$ cat src/rtl/boot_proto_pkg.sv
// Shared definitions for the UART boot protocol, used by both the host initiator and the bridge.
package boot_proto_pkg;

  localparam logic [7:0] CMD_BOOT = 8'h00;
  localparam logic [7:0] CMD_XFER = 8'h01;

  typedef enum logic [3:0] {
    ST_IDLE,
    ST_BREAK,
    ST_CMD,
    ST_TXLEN_L,
    ST_TXLEN_H,
    ST_RXLEN_L,
    ST_RXLEN_H,
    ST_TX_DATA,
    ST_RX_DATA
  } boot_state_e;

  function automatic logic [7:0] cmd_byte(input logic boot);
    return boot ? CMD_BOOT : CMD_XFER;
  endfunction

endpackage

$ cat src/rtl/cycle_timer.sv
// Loadable down-counter; expired is high once the count has reached zero.
module cycle_timer #(
  parameter int unsigned W = 32
) (
  input  logic         clk,
  input  logic         rst,
  input  logic         load,
  input  logic [W-1:0] load_val,
  input  logic         en,
  output logic         expired
);

  logic [W-1:0] count;

  always_ff @(posedge clk) begin
    if (rst) begin
      count <= '0;
    end else if (load) begin
      count <= load_val;
    end else if (en && count != '0) begin
      count <= count - W'(1);
    end
  end

  assign expired = (count == '0);

endmodule

$ cat src/rtl/uart_boot_host.sv
// Host-side UART boot initiator: serialises break, command, length header and payload,
// then forwards the response bytes, aborting if the responder goes quiet.
module uart_boot_host
  import boot_proto_pkg::*;
#(
  parameter int unsigned CLK_FREQ       = 12000000,
  parameter int unsigned BREAK_CYCLES   = CLK_FREQ / 1000,
  parameter int unsigned TIMEOUT_CYCLES = CLK_FREQ / 10
) (
  input  logic        clk,
  input  logic        rst,
  input  logic        cmd_valid,
  output logic        cmd_ready,
  input  logic        cmd_boot,
  input  logic        cmd_break,
  input  logic [15:0] cmd_tx_len,
  input  logic [15:0] cmd_rx_len,
  input  logic        wr_valid,
  input  logic [7:0]  wr_data,
  output logic        wr_ready,
  output logic        rd_valid,
  output logic [7:0]  rd_data,
  input  logic        rd_ready,
  output logic        uart_tx_valid,
  output logic [7:0]  uart_tx_data,
  input  logic        uart_tx_ready,
  input  logic        uart_rx_valid,
  input  logic [7:0]  uart_rx_data,
  output logic        uart_rx_ready,
  output logic        line_break,
  output logic        busy,
  output logic        done,
  output logic        error
);

  localparam int unsigned TW = 32;
  localparam logic [TW-1:0] BREAK_LOAD   = TW'(BREAK_CYCLES - 1);
  localparam logic [TW-1:0] TIMEOUT_LOAD = TW'(TIMEOUT_CYCLES - 1);

  boot_state_e   state;
  logic          cmd_ready_q, busy_q, done_q, error_q, line_break_q, tx_valid_q;
  logic [7:0]    tx_data_q;
  logic [15:0]   byte_cnt;
  logic          boot_q;
  logic [15:0]   tx_len_q, rx_len_q;
  logic          accept, tx_hs, rx_hs, tx_last, rx_last, enter_rx;
  logic          timer_load, timer_en, timer_expired;
  logic [TW-1:0] timer_val;

  assign accept   = cmd_valid && cmd_ready_q;
  assign tx_hs    = uart_tx_valid && uart_tx_ready;
  assign rx_hs    = (state == ST_RX_DATA) && uart_rx_valid && rd_ready;
  // Lengths are non-zero whenever these are consulted, so len-1 never wraps.
  assign tx_last  = (byte_cnt == tx_len_q - 16'd1);
  assign rx_last  = (byte_cnt == rx_len_q - 16'd1);
  assign enter_rx = (rx_len_q != 16'd0) && tx_hs &&
                    (((state == ST_RXLEN_H) && (tx_len_q == 16'd0)) ||
                     ((state == ST_TX_DATA) && tx_last));

  // One timer serves both the break width and the response idle timeout.
  assign timer_load = (accept && cmd_break) || enter_rx || rx_hs;
  assign timer_val  = (state == ST_IDLE) ? BREAK_LOAD : TIMEOUT_LOAD;
  assign timer_en   = (state == ST_BREAK) || (state == ST_RX_DATA);

  cycle_timer #(.W(TW)) u_timer (
    .clk      (clk),
    .rst      (rst),
    .load     (timer_load),
    .load_val (timer_val),
    .en       (timer_en),
    .expired  (timer_expired)
  );

  assign cmd_ready     = cmd_ready_q;
  assign busy          = busy_q;
  assign done          = done_q;
  assign error         = error_q;
  assign line_break    = line_break_q && !rst;
  assign uart_tx_valid = (state == ST_TX_DATA) ? wr_valid : tx_valid_q;
  assign uart_tx_data  = (state == ST_TX_DATA) ? wr_data : tx_data_q;
  assign wr_ready      = (state == ST_TX_DATA) && uart_tx_ready;
  assign rd_valid      = (state == ST_RX_DATA) && uart_rx_valid;
  assign rd_data       = (state == ST_RX_DATA) ? uart_rx_data : 8'h00;
  assign uart_rx_ready = (state == ST_RX_DATA) ? rd_ready : 1'b1;

  always_ff @(posedge clk) begin
    if (accept) begin
      boot_q   <= cmd_boot;
      tx_len_q <= cmd_tx_len;
      rx_len_q <= cmd_rx_len;
    end
  end

  always_ff @(posedge clk) begin
    if (rst) begin
      state        <= ST_IDLE;
      cmd_ready_q  <= 1'b1;
      busy_q       <= 1'b0;
      done_q       <= 1'b0;
      error_q      <= 1'b0;
      line_break_q <= 1'b0;
      tx_valid_q   <= 1'b0;
      tx_data_q    <= 8'h00;
      byte_cnt     <= '0;
    end else begin
      done_q  <= 1'b0;
      error_q <= 1'b0;
      case (state)
        ST_IDLE: if (accept) begin
          cmd_ready_q <= 1'b0;
          busy_q      <= 1'b1;
          if (cmd_break) begin
            state        <= ST_BREAK;
            line_break_q <= 1'b1;
          end else begin
            state      <= ST_CMD;
            tx_valid_q <= 1'b1;
            tx_data_q  <= cmd_byte(cmd_boot);
          end
        end
        ST_BREAK: if (timer_expired) begin
          state        <= ST_CMD;
          line_break_q <= 1'b0;
          tx_valid_q   <= 1'b1;
          tx_data_q    <= cmd_byte(boot_q);
        end
        ST_CMD: if (tx_hs) begin
          if (boot_q) begin
            state       <= ST_IDLE;
            cmd_ready_q <= 1'b1;
            busy_q      <= 1'b0;
            done_q      <= 1'b1;
            tx_valid_q  <= 1'b0;
          end else begin
            state     <= ST_TXLEN_L;
            tx_data_q <= tx_len_q[7:0];
          end
        end
        ST_TXLEN_L: if (tx_hs) begin
          state     <= ST_TXLEN_H;
          tx_data_q <= tx_len_q[15:8];
        end
        ST_TXLEN_H: if (tx_hs) begin
          state     <= ST_RXLEN_L;
          tx_data_q <= rx_len_q[7:0];
        end
        ST_RXLEN_L: if (tx_hs) begin
          state     <= ST_RXLEN_H;
          tx_data_q <= rx_len_q[15:8];
        end
        ST_RXLEN_H: if (tx_hs) begin
          tx_valid_q <= 1'b0;
          byte_cnt   <= '0;
          if (tx_len_q != 16'd0) begin
            state <= ST_TX_DATA;
          end else if (rx_len_q != 16'd0) begin
            state <= ST_RX_DATA;
          end else begin
            state       <= ST_IDLE;
            cmd_ready_q <= 1'b1;
            busy_q      <= 1'b0;
            done_q      <= 1'b1;
          end
        end
        ST_TX_DATA: if (tx_hs) begin
          if (tx_last) begin
            byte_cnt <= '0;
            if (rx_len_q != 16'd0) begin
              state <= ST_RX_DATA;
            end else begin
              state       <= ST_IDLE;
              cmd_ready_q <= 1'b1;
              busy_q      <= 1'b0;
              done_q      <= 1'b1;
            end
          end else begin
            byte_cnt <= byte_cnt + 16'd1;
          end
        end
        // A handshake on the final byte takes priority over a coincident timeout.
        ST_RX_DATA: if (rx_hs) begin
          if (rx_last) begin
            state       <= ST_IDLE;
            cmd_ready_q <= 1'b1;
            busy_q      <= 1'b0;
            done_q      <= 1'b1;
          end else begin
            byte_cnt <= byte_cnt + 16'd1;
          end
        end else if (timer_expired) begin
          state       <= ST_IDLE;
          cmd_ready_q <= 1'b1;
          busy_q      <= 1'b0;
          error_q     <= 1'b1;
        end
        default: state <= ST_IDLE;
      endcase
    end
  end

endmodule

$ cat config.mk
export PLATFORM = sky130hd
export DESIGN_NAME = uart_boot_host
export DESIGN_NICKNAME = d
export VERILOG_FILES = /design/src/rtl/boot_proto_pkg.sv /design/src/rtl/cycle_timer.sv /design/src/rtl/uart_boot_host.sv
export SDC_FILE = /design/constraint.sdc
export NUM_CORES = 1
export LEC_CHECK = 0
export ABC_AREA = 1
export CORE_AREA = 2 2 133 135
export CTS_CLUSTER_SIZE = 24
export DETAILED_ROUTE_END_ITERATION = 6
export DIE_AREA = 0 0 135 137
export SETUP_SLACK_MARGIN = 0.4
export SLEW_MARGIN = 0
export SYNTH_ARGS = -nofsm -noshare
export SYNTH_HDL_FRONTEND = slang
export SYNTH_SLANG_ARGS = --single-unit
$ cat constraint.sdc
create_clock -name clk -period 7 [get_ports clk]
set_input_delay 2.1 -clock clk [delete_from_list [all_inputs] [get_ports clk]]
set_output_delay 2.1 -clock clk [all_outputs]
set_load 0.03 [all_outputs]
**Yosys cells after proc, flatten, opt, wreduce, memory -nomap -nowiden**

Cells that the tools add are included.
Widths: inputs -> output; s select.

- Register bits: 99
- Latch bits: 0
- RAM bits: 0
- ROM bits: 0
- Bits of input ports: 57
- Output and inout bits: 25
- Logic and storage cells: 165
- Memories: 0

- $add $sub $neg: 4
- Multipliers: 0
- Divide/modulo/power cells: 0
- Order comparisons: 0
- Equal/unequal tests: 28
- Shift-type cells: 0
- Muxes and demuxes: 83
- Bitwise logic cells: 1
- Reductions and logical operators: 36

Operators by type and width:

| kind | number |
|---|---|
| $mux 16 | 5 |
| $mux 8 | 10 |
| $mux 32 | 2 |
| $mux 4 | 14 |
| $pmux 16 s3 | 1 |
| $pmux 8 s6 | 1 |
| $mux 1 | 41 |
| $pmux 4 s9 | 1 |
| $eq 16x16->1 | 2 |
| $logic_not 32->1 | 1 |
| $ne 2x2->1 const B | 16 |
| $reduce_bool 16->1 | 2 |
| $reduce_bool 32->1 | 1 |
| $sub 16x1->16 const B | 2 |
| $sub 32x1->32 const B | 1 |
| $mux 21 | 1 |
| $add 16x1->16 const B | 1 |
| $eq 4x3->1 const B | 4 |
| $logic_not 16->1 | 1 |
| $logic_and 1x1->1 | 12 |
| $reduce_and 11->1 | 1 |
| $pmux 1 s5 | 2 |
| $reduce_and 10->1 | 1 |
| $reduce_and 9->1 | 1 |
| 20 further kinds | 28 |

**Depth between registers and ports, before layout**

- Depth in word-level cells: 8
- Mapped depth: 19
- Gate-level depth less buffers: 19

**Modules after synthesis**

From an unflattened synthesis, not the netlist that was laid out.

- Cell total of the unflattened synthesis: 1155
- Area total of the unflattened synthesis: 7404.6 um^2

By module, submodules not included:

| module | times used | cells each | area an instance (um^2) | sequential area each (um^2) |
|---|---|---|---|---|
| uart_boot_host | 1 | 752 | 4969.8 | 1671.6 |
| cycle_timer | 1 | 403 | 2434.8 | 640.6 |

**Worst setup path after synthesis**

No wires, ideal clock.

- Path kind: input port to output port
- From: input rst
- To: output line_break
- Data arrival time: 2.713 ns
- Required time: 4.900 ns
- Path slack: 2.187 ns
- Cell stages on the path: 2
- Path buffers: 1
- Cell sequence: clkbuf_1 nor2_1

- Cells in the longest elaborated chain, start to end: 2

Ends and longest elaborated chain:

| element | RTL line | source |
|---|---|---|
| start, declared | uart_boot_host.sv:11 | `input logic rst,` |
| $logic_not 1->1 | uart_boot_host.sv:78 | `assign line_break = line_break_q && !rst;` |
| $logic_and 1x1->1 | uart_boot_host.sv:78 |  |
| end, declared | uart_boot_host.sv:30 | `output logic line_break,` |

Every way passes these cells.

**Final worst setup path**

Same ends and word-level chain as after synthesis.

==> impl_metrics.csv <==
group,metric,value,unit
placed_design,placed_cells,1283,
global_route,grt_max_degree,35,
hold_path,hp-class,"flip-flop to flip-flop",
worst_setup_path,crit_cells,4,
layout,num_antenna_cells,0,
synthesis,syn_inst,997,
timing,max_clock_freq,177.6,MHz
timing,setup_viol,0,
worst_setup_path,startpoint,"rst",
placed_design,pre_cts_ws,1.391,ns
clock_network,cts_resized,0,
route,ant_nets,0,
layout,areaGrowthSynthToFinish,19.33,%
synthesis,synth_cell_types,52,
synthesis,ys_ff_latch,99,
timing,fin_setup_tns,0,ns
global_route,grt_use_total,0.2233,
placed_design,portBuffers,81,
synthesis,async_flop_share,0,
layout,final_common_cell,"nand2_1",
floorplanning,core,0.01706,mm²
clock_network,cts_tree,"yes",
flow_run,maxCapViolCount,0,
clock_network,root_buffer,"clkbuf_16",
route,via_count,6614,
synthesis,ys_seq_area_frac,0.3462,
route,drt-total-wl,20140,µm
synthesis,synth_edf_count,33,
floorplanning,die-width,135,µm
clock_network,clock_sinks,99,
floorplanning,die_area,0.01850,mm²
timing,final_max_slew_viol_count,0,
power_and_ir_drop,peakVddDrop,177.8,µV
synthesis,ys_warn_count,0,
worst_setup_path,r2r_start,"tx_len_q[0]$_DFFE_PP_",
route,first_pass_iters,5,
route,vias_per_cell,5.092,
layout,seqCellArea,0.002312,mm²
worst_setup_path,crit_top_cell,"clkdlybuf4s50_1",
timing,finalCriticalPeriod,5.631,ns
floorplanning,start_util,0.3916,
placed_design,post-dp-hpwl,15700,µm
global_route,grt_pass1_vias,6270,
layout,drive_above_1_share,0.05773,
layout,multi_input_area,0.003744,mm²
worst_setup_path,critPathTopFamily,"buffers and inverters",
timing,worst_slew_pin_slew,0.9582,ns
timing,rsz0062_at_grt,"false",
power_and_ir_drop,power,2.434,mW
layout,nets,1130,
power_and_ir_drop,power.leakage,3.482,nW
clock_network,numCtsBuffers,9,
timing,clock_skew,0.01380,ns
layout,nFillCells,1812,
clock_network,htreeDepth,3,
clock_network,ctsHoldBuffers,0,
synthesis,syn_area,0.006679,mm²
worst_setup_path,cp_data_arrival_time,3.53,ns
floorplanning,rows,48,
worst_setup_path,reg2reg_slack,3.96,ns
global_route,grt_pass1_wl,32150,µm
synthesis,synth-main-ff-cell,"dfxtp_1",
power_and_ir_drop,powerDensity,305.4,mW/mm²
worst_setup_path,end_kind,"output port",
synthesis,syn_avg_cell_area,6.699,µm²
timing,worst_slack,1.369,ns
placed_design,gp_congestion,0.9402,
layout,final_cell_mix,"242 x nand2_1, 154 x nor2_1, 123 x inv_1, 81 x clkdlybuf4s50_1",
worst_setup_path,ff2ff_path_depth,15,
worst_setup_path,timing.rr.end,"u_timer.count[28]$_SDFFE_PP0P_",
layout,stdcell_count,1299,
global_route,antenna_found_initial,0,
clock_network,clk_pin_slew,0.07,ns
worst_setup_path,crit_end,"line_break",
clock_network,clock_latency,0.37,ns
worst_setup_path,worstSetupPathType,"primary input to output port",
timing,hold_viol_final,0,
global_route,overflow,0,
timing,max_slew_margin,0.3605,
route,drc,0,
worst_setup_path,critPathMaxStageDelay,0.68,ns
status,status,"finished, final reports clean",
worst_setup_path,worstPathMaxFanout,21,
synthesis,syn_nets,1058,
worst_setup_path,cp_slowest_cell,"clkdlybuf4s50_1",
route,dr.first_iter.drc_count,505,
worst_setup_path,cp-start-kind,"primary input",
clock_network,post-cts-setup-buffers,0,
worst_setup_path,cp_cell_sequence,"clkdlybuf4s50_1 -> buf_4 -> nor2_1 -> clkdlybuf4s50_1",
timing,period_share,0.8044,
floorplanning,die_h,137,µm
worst_setup_path,required,4.90,ns
worst_setup_path,crit_buf_inv,3,
floorplanning,ios,82,
route,wl_per_cell,15.50,µm
clock_network,clock_path_buffers,2,
==> worst min-delay path, cell delays in order (launching register included) <==
cell and delay [ns]:
dfxtp_1 0.30, inv_1 0.06, a21oi_1 0.06
==> flip-flops by register name (all words and copies together) (netlist names), 4 cells and up <==
name / count
state: 4
tx_data_q: 8
tx_len_q: 16
rx_len_q: 16
u_timer.count: 32
byte_cnt: 16
==> worst min path at each step <==
| stage | from | end | slack [ns] | cells after the start |
|---|---|---|---|---|
| global route | tx_data_q[4]$_SDFFE_PP0P_ | tx_data_q[4]$_SDFFE_PP0P_ | 0.49 | 2 |
| floorplan | tx_data_q[2]$_SDFFE_PP0P_ | tx_data_q[2]$_SDFFE_PP0P_ | 0.42 | 2 |
| finish | tx_data_q[4]$_SDFFE_PP0P_ | tx_data_q[4]$_SDFFE_PP0P_ | 0.46 | 2 |
| CTS | tx_data_q[4]$_SDFFE_PP0P_ | tx_data_q[4]$_SDFFE_PP0P_ | 0.46 | 2 |
| detailed placement | tx_data_q[4]$_SDFFE_PP0P_ | tx_data_q[4]$_SDFFE_PP0P_ | 0.45 | 2 |
| global placement | tx_data_q[4]$_SDFFE_PP0P_ | tx_data_q[4]$_SDFFE_PP0P_ | 0.45 | 2 |
==> where the power goes <==
part	internal (mW)	total, mW	switching [mW]
Combinational	0.388	1.09	0.701
Clock	0.282	0.519	0.237
Sequential	0.706	0.826	0.120
==> metal layers <==
metal  global-route usage  vias up  routed length, µm
li1                     -     3379                  -
met1               0.2799     3016               8900
met2               0.3737      181               9419
met3              0.05074       38               1196
met4              0.08738        0                623
met5                    0        -                  0
==> through the flow <==
stage | hold WS, ns | cell area (µm²) | util
after floorplan | 0.4246 | 6679 | -
after global placement | 0.4509 | 7670 | 0.4497
after detailed placement | 0.4505 | 7670 | 0.4497
after CTS | 0.4621 | 7970 | 0.4673
after global routing | 0.4889 | 7970 | 0.4673
final | 0.4579 | 7970 | 0.4673
==> Yosys cell counts (4+ instances only) <==
library cell  instances  area, µm²
nand2_1             242      908.4
nor2_1              154      578.1
inv_1               123      461.7
dfxtp_1              66       1321
nand3_1              66      330.3
o21ai_0              51      255.2
xor2_1               35      306.5
a21oi_1              33      165.2
edfxtp_1             33      991.0
nand4_1              30      187.7
xnor2_1              22      192.7
nor3_1               19      95.09
clkbuf_1             10      37.54
nand3b_1             10      75.07
nor2_2               10      62.56
inv_2                 9      33.78
nor4_1                8      50.05
buf_2                 6      30.03
nand2_2               6      37.54
o22ai_1               6      37.54
a211oi_1              4      30.03
ha_1                  4      50.05
nor2_4                4      45.04
or2_2                 4      25.02
==> layout make-up <==
class / count / area share
well taps: 225 / 0.03532
repair buffers: 83 / 0.1036
inverters: 134 / 0.06358
clock buffers: 10 / 0.02873
multi-input cells: 742 / 0.4697
clock inverters: 6 / 0.008948
flip-flops and latches: 99 / 0.2901
==> logic make-up (layout without fill, tap and decap cells) <==
group / Yosys count / after routing / share of synthesized area
buffers and inverters: 156 / 233 / 0.09329
and+or+nand+nor: 569 / 569 / 0.3816
DFF: 99 / 99 / 0.3462
xor gates and xnor gates: 57 / 57 / 0.07475
adders and majority gates: 4 / 4 / 0.007494
AOI/OAI and AO/OA: 112 / 112 / 0.09667
Note: power is estimated with default switching activity, not from simulation.
==> edit (same settings) <==
Change the localparam `TW` from 32 to 48.
--- a/src/rtl/uart_boot_host.sv
+++ b/src/rtl/uart_boot_host.sv
@@ -35,3 +35,3 @@
 
-  localparam int unsigned TW = 32;
+  localparam int unsigned TW = 48;
   localparam logic [TW-1:0] BREAK_LOAD   = TW'(BREAK_CYCLES - 1);
Behaviour: same outputs for any inputs over 4 cycles, from zero or initial values and one cycle with rst high; that may be too few to reach the edited logic, so the function may still have changed.
==> edit against the original RTL <==
  * Critical endpoint is now uart_tx_valid
  * Largest cell class unchanged
  * Worst setup slack improved by 0.050 ns
  * Critical path type unchanged
  * Area after synthesis grew 19%
  * Wire length is 13% higher
  * Sequential power increased by 15%
  * Sequential share of layout area is 1.2 points lower
  * Cell area grew 19%
  * Sequential cell count rose by 16
  * Synthesized cell count is 20% higher
  * Cell count increased by 15%
  * Power rose by 43%
  * First-iteration DRC count increased by 31%
  * Core utilization is 8.8 points higher
  * Hold slack got worse by 0.0035 ns
==> edit: results (changes against the original RTL) <==
placement:
  globalplace.congestion: 0.9416  # was 0.9402
  place_hpwl_um: 17050  # was 15,700 µm
  dp.cells: 1466  # was 1,283
  pre_cts_slack_ns: 1.421  # was 1.391 ns
min_path:
  whs_endpoint: "tx_data_q[2]$_SDFFE_PP0P_"  # was tx_data_q[4]$_SDFFE_PP0P_
  hold_start: "tx_data_q[2]$_SDFFE_PP0P_"  # was tx_data_q[4]$_SDFFE_PP0P_
sta:
  tightest_slew_ns: 0.8787  # was 0.9582 ns
  final.setup_skew_ns: 0.01352  # was 0.01380 ns
  whs_ns: 0.4544  # was 0.4579 ns
worst_setup_path:
  cp_max_fo: 2  # was 21
  worst-r2r-cell-count: 11  # was 15
  r2r_slack_ns: 3.83  # was 3.96 ns
  cp_data_arrival_time_ns: 3.48  # was 3.53 ns
  r2r_start: "state[1]$_SDFFE_PP0P_"  # was tx_len_q[0]$_DFFE_PP_
  r2r-end: "u_timer.count[21]$_SDFFE_PP0P_"  # was u_timer.count[28]$_SDFFE_PP0P_
pwr:
  power.density_nw_per_um2: 367.9  # was 305.4 nW/µm²
  peakVddDrop_mv: 0.2132  # was 0.1778 mV
  p_leak_nw: 4.336  # was 3.482 nW
  intPower_mw: 1.970  # was 1.376 mW
clocking:
  postCtsSetupRepairBufs: 0  # unchanged
  path_clk_slew_ns: 0.05  # was 0.07 ns
  insertion_delay_ns: 0.42  # was 0.37 ns
  h-tree-depth: 4  # was 3
  numCtsBuffers: 17  # was 9
layout:
  fillCellCount: 1704  # was 1,812
  largest_reg_flops: 48  # was 32
  drive_gt1_share_pct: 7.306  # was 5.773%
grt:
  grt.met1_usage_pct: 37.74  # was 27.99%
  grt_usage_pct: 25.29  # was 22.33%
  grt_pass1_vias: 6946  # was 6,270
  grt_pass1_wl_um: 36550  # was 32,150 µm
  use_met3_pct: 6.444  # was 5.074%
  gr-total-overflow: 0  # unchanged
  grt_util_met2_pct: 36.46  # was 37.37%
yosys:
  synth_area_leaders: "dfxtp_1 (21%), nand2_1 (13%), edfxtp_1 (13%), nor2_1 (8.7%), inv_1 (7.8%)"  # was dfxtp_1 (20%), edfxtp_1 (15%), nand2_1 (14%), nor2_1 (8.7%), inv_1 (6.9%)
  synth.top_cells.by_count: "nand2_1 (275), nor2_1 (183), inv_1 (164)"  # was nand2_1 (242), nor2_1 (154), inv_1 (123)
  netlist_instances: 1196  # was 997
  ys_types: 53  # was 52
detailed_routing:
  drt_iter0_drc: 662  # was 505
  viasPerCell: 5.231  # was 5.092
  firstDrtPassIters: 6  # was 5
status:
  outcome: "finished, final reports clean"  # unchanged
edit: changes by cell type after synthesis, sizes merged, moves of 16 or more:
| cell | change |
|---|---|
| xor2 | +17 |
| inv | +43 |
| nand3 | +19 |
| nor2 | +32 |
| dfxtp | +16 |
| nand2 | +35 |
edit: routing by layer:
| layer | part of all wire [%] | vias up |
|---|---|---|
| met5 | 0 | - |
| li1 | - | 3954 |
| met1 | 49 | 3556 |
| met3 | 9.1 | 21 |
| met4 | 1.0 | 0 |
| met2 | 41 | 305 |
edit: critical path, delay by kind of cell:
family | cells | cell delay [ns]
AOI/OAI and AO/OA | 1 | 0.12
buffers and inverters | 2 | 1.13
and+or+nand+nor | 1 | 0.13
edit: cell families after synthesis:
| logic type | Yosys count | synth area share [%] |
|---|---|---|
| and+or+nand+nor | 675 | 38.68 |
| AOI/OAI and AO/OA | 110 | 8.027 |
| buffers and inverters | 215 | 10.90 |
| DFF | 115 | 33.24 |
| adders and majority gates | 4 | 0.6320 |
| xor gates and xnor gates | 77 | 8.516 |
edit: worst max path at each step:
| stage | start | endpoint | depth (start not counted) |
|---|---|---|---|
| finish | wr_valid | uart_tx_valid | 4 |
| global route | wr_valid | uart_tx_valid | 4 |
| CTS | wr_valid | uart_tx_valid | 4 |
| detailed placement | wr_valid | uart_tx_valid | 4 |
| global placement | wr_valid | uart_tx_valid | 4 |
| floorplan | rst | line_break | 3 |
edit: cell type report:
class,instances,area [µm²],area share (%)
Timing Repair Buffer,83,825.8,8.719
Clock buffer,25,528.0,5.575
Clock inverter,7,116.4,1.229
Sequential cell,115,2633,27.79
Multi-Input combinational cell,866,4423,46.70
Inverter,177,664.4,7.015
Tap cell,225,281.5,2.972
edit: power groups by stage:
stage          clock network, mW  registers, mW  logic (mW)
6_report                   0.942          0.952        1.59
5_1_grt                    0.985          0.966        1.79
4_1_cts                    0.957          0.947        1.58
3_5_place_dp                   0          0.960        1.57
3_3_place_gp                   0          0.961        1.56
2_1_floorplan                  0          0.924        1.18
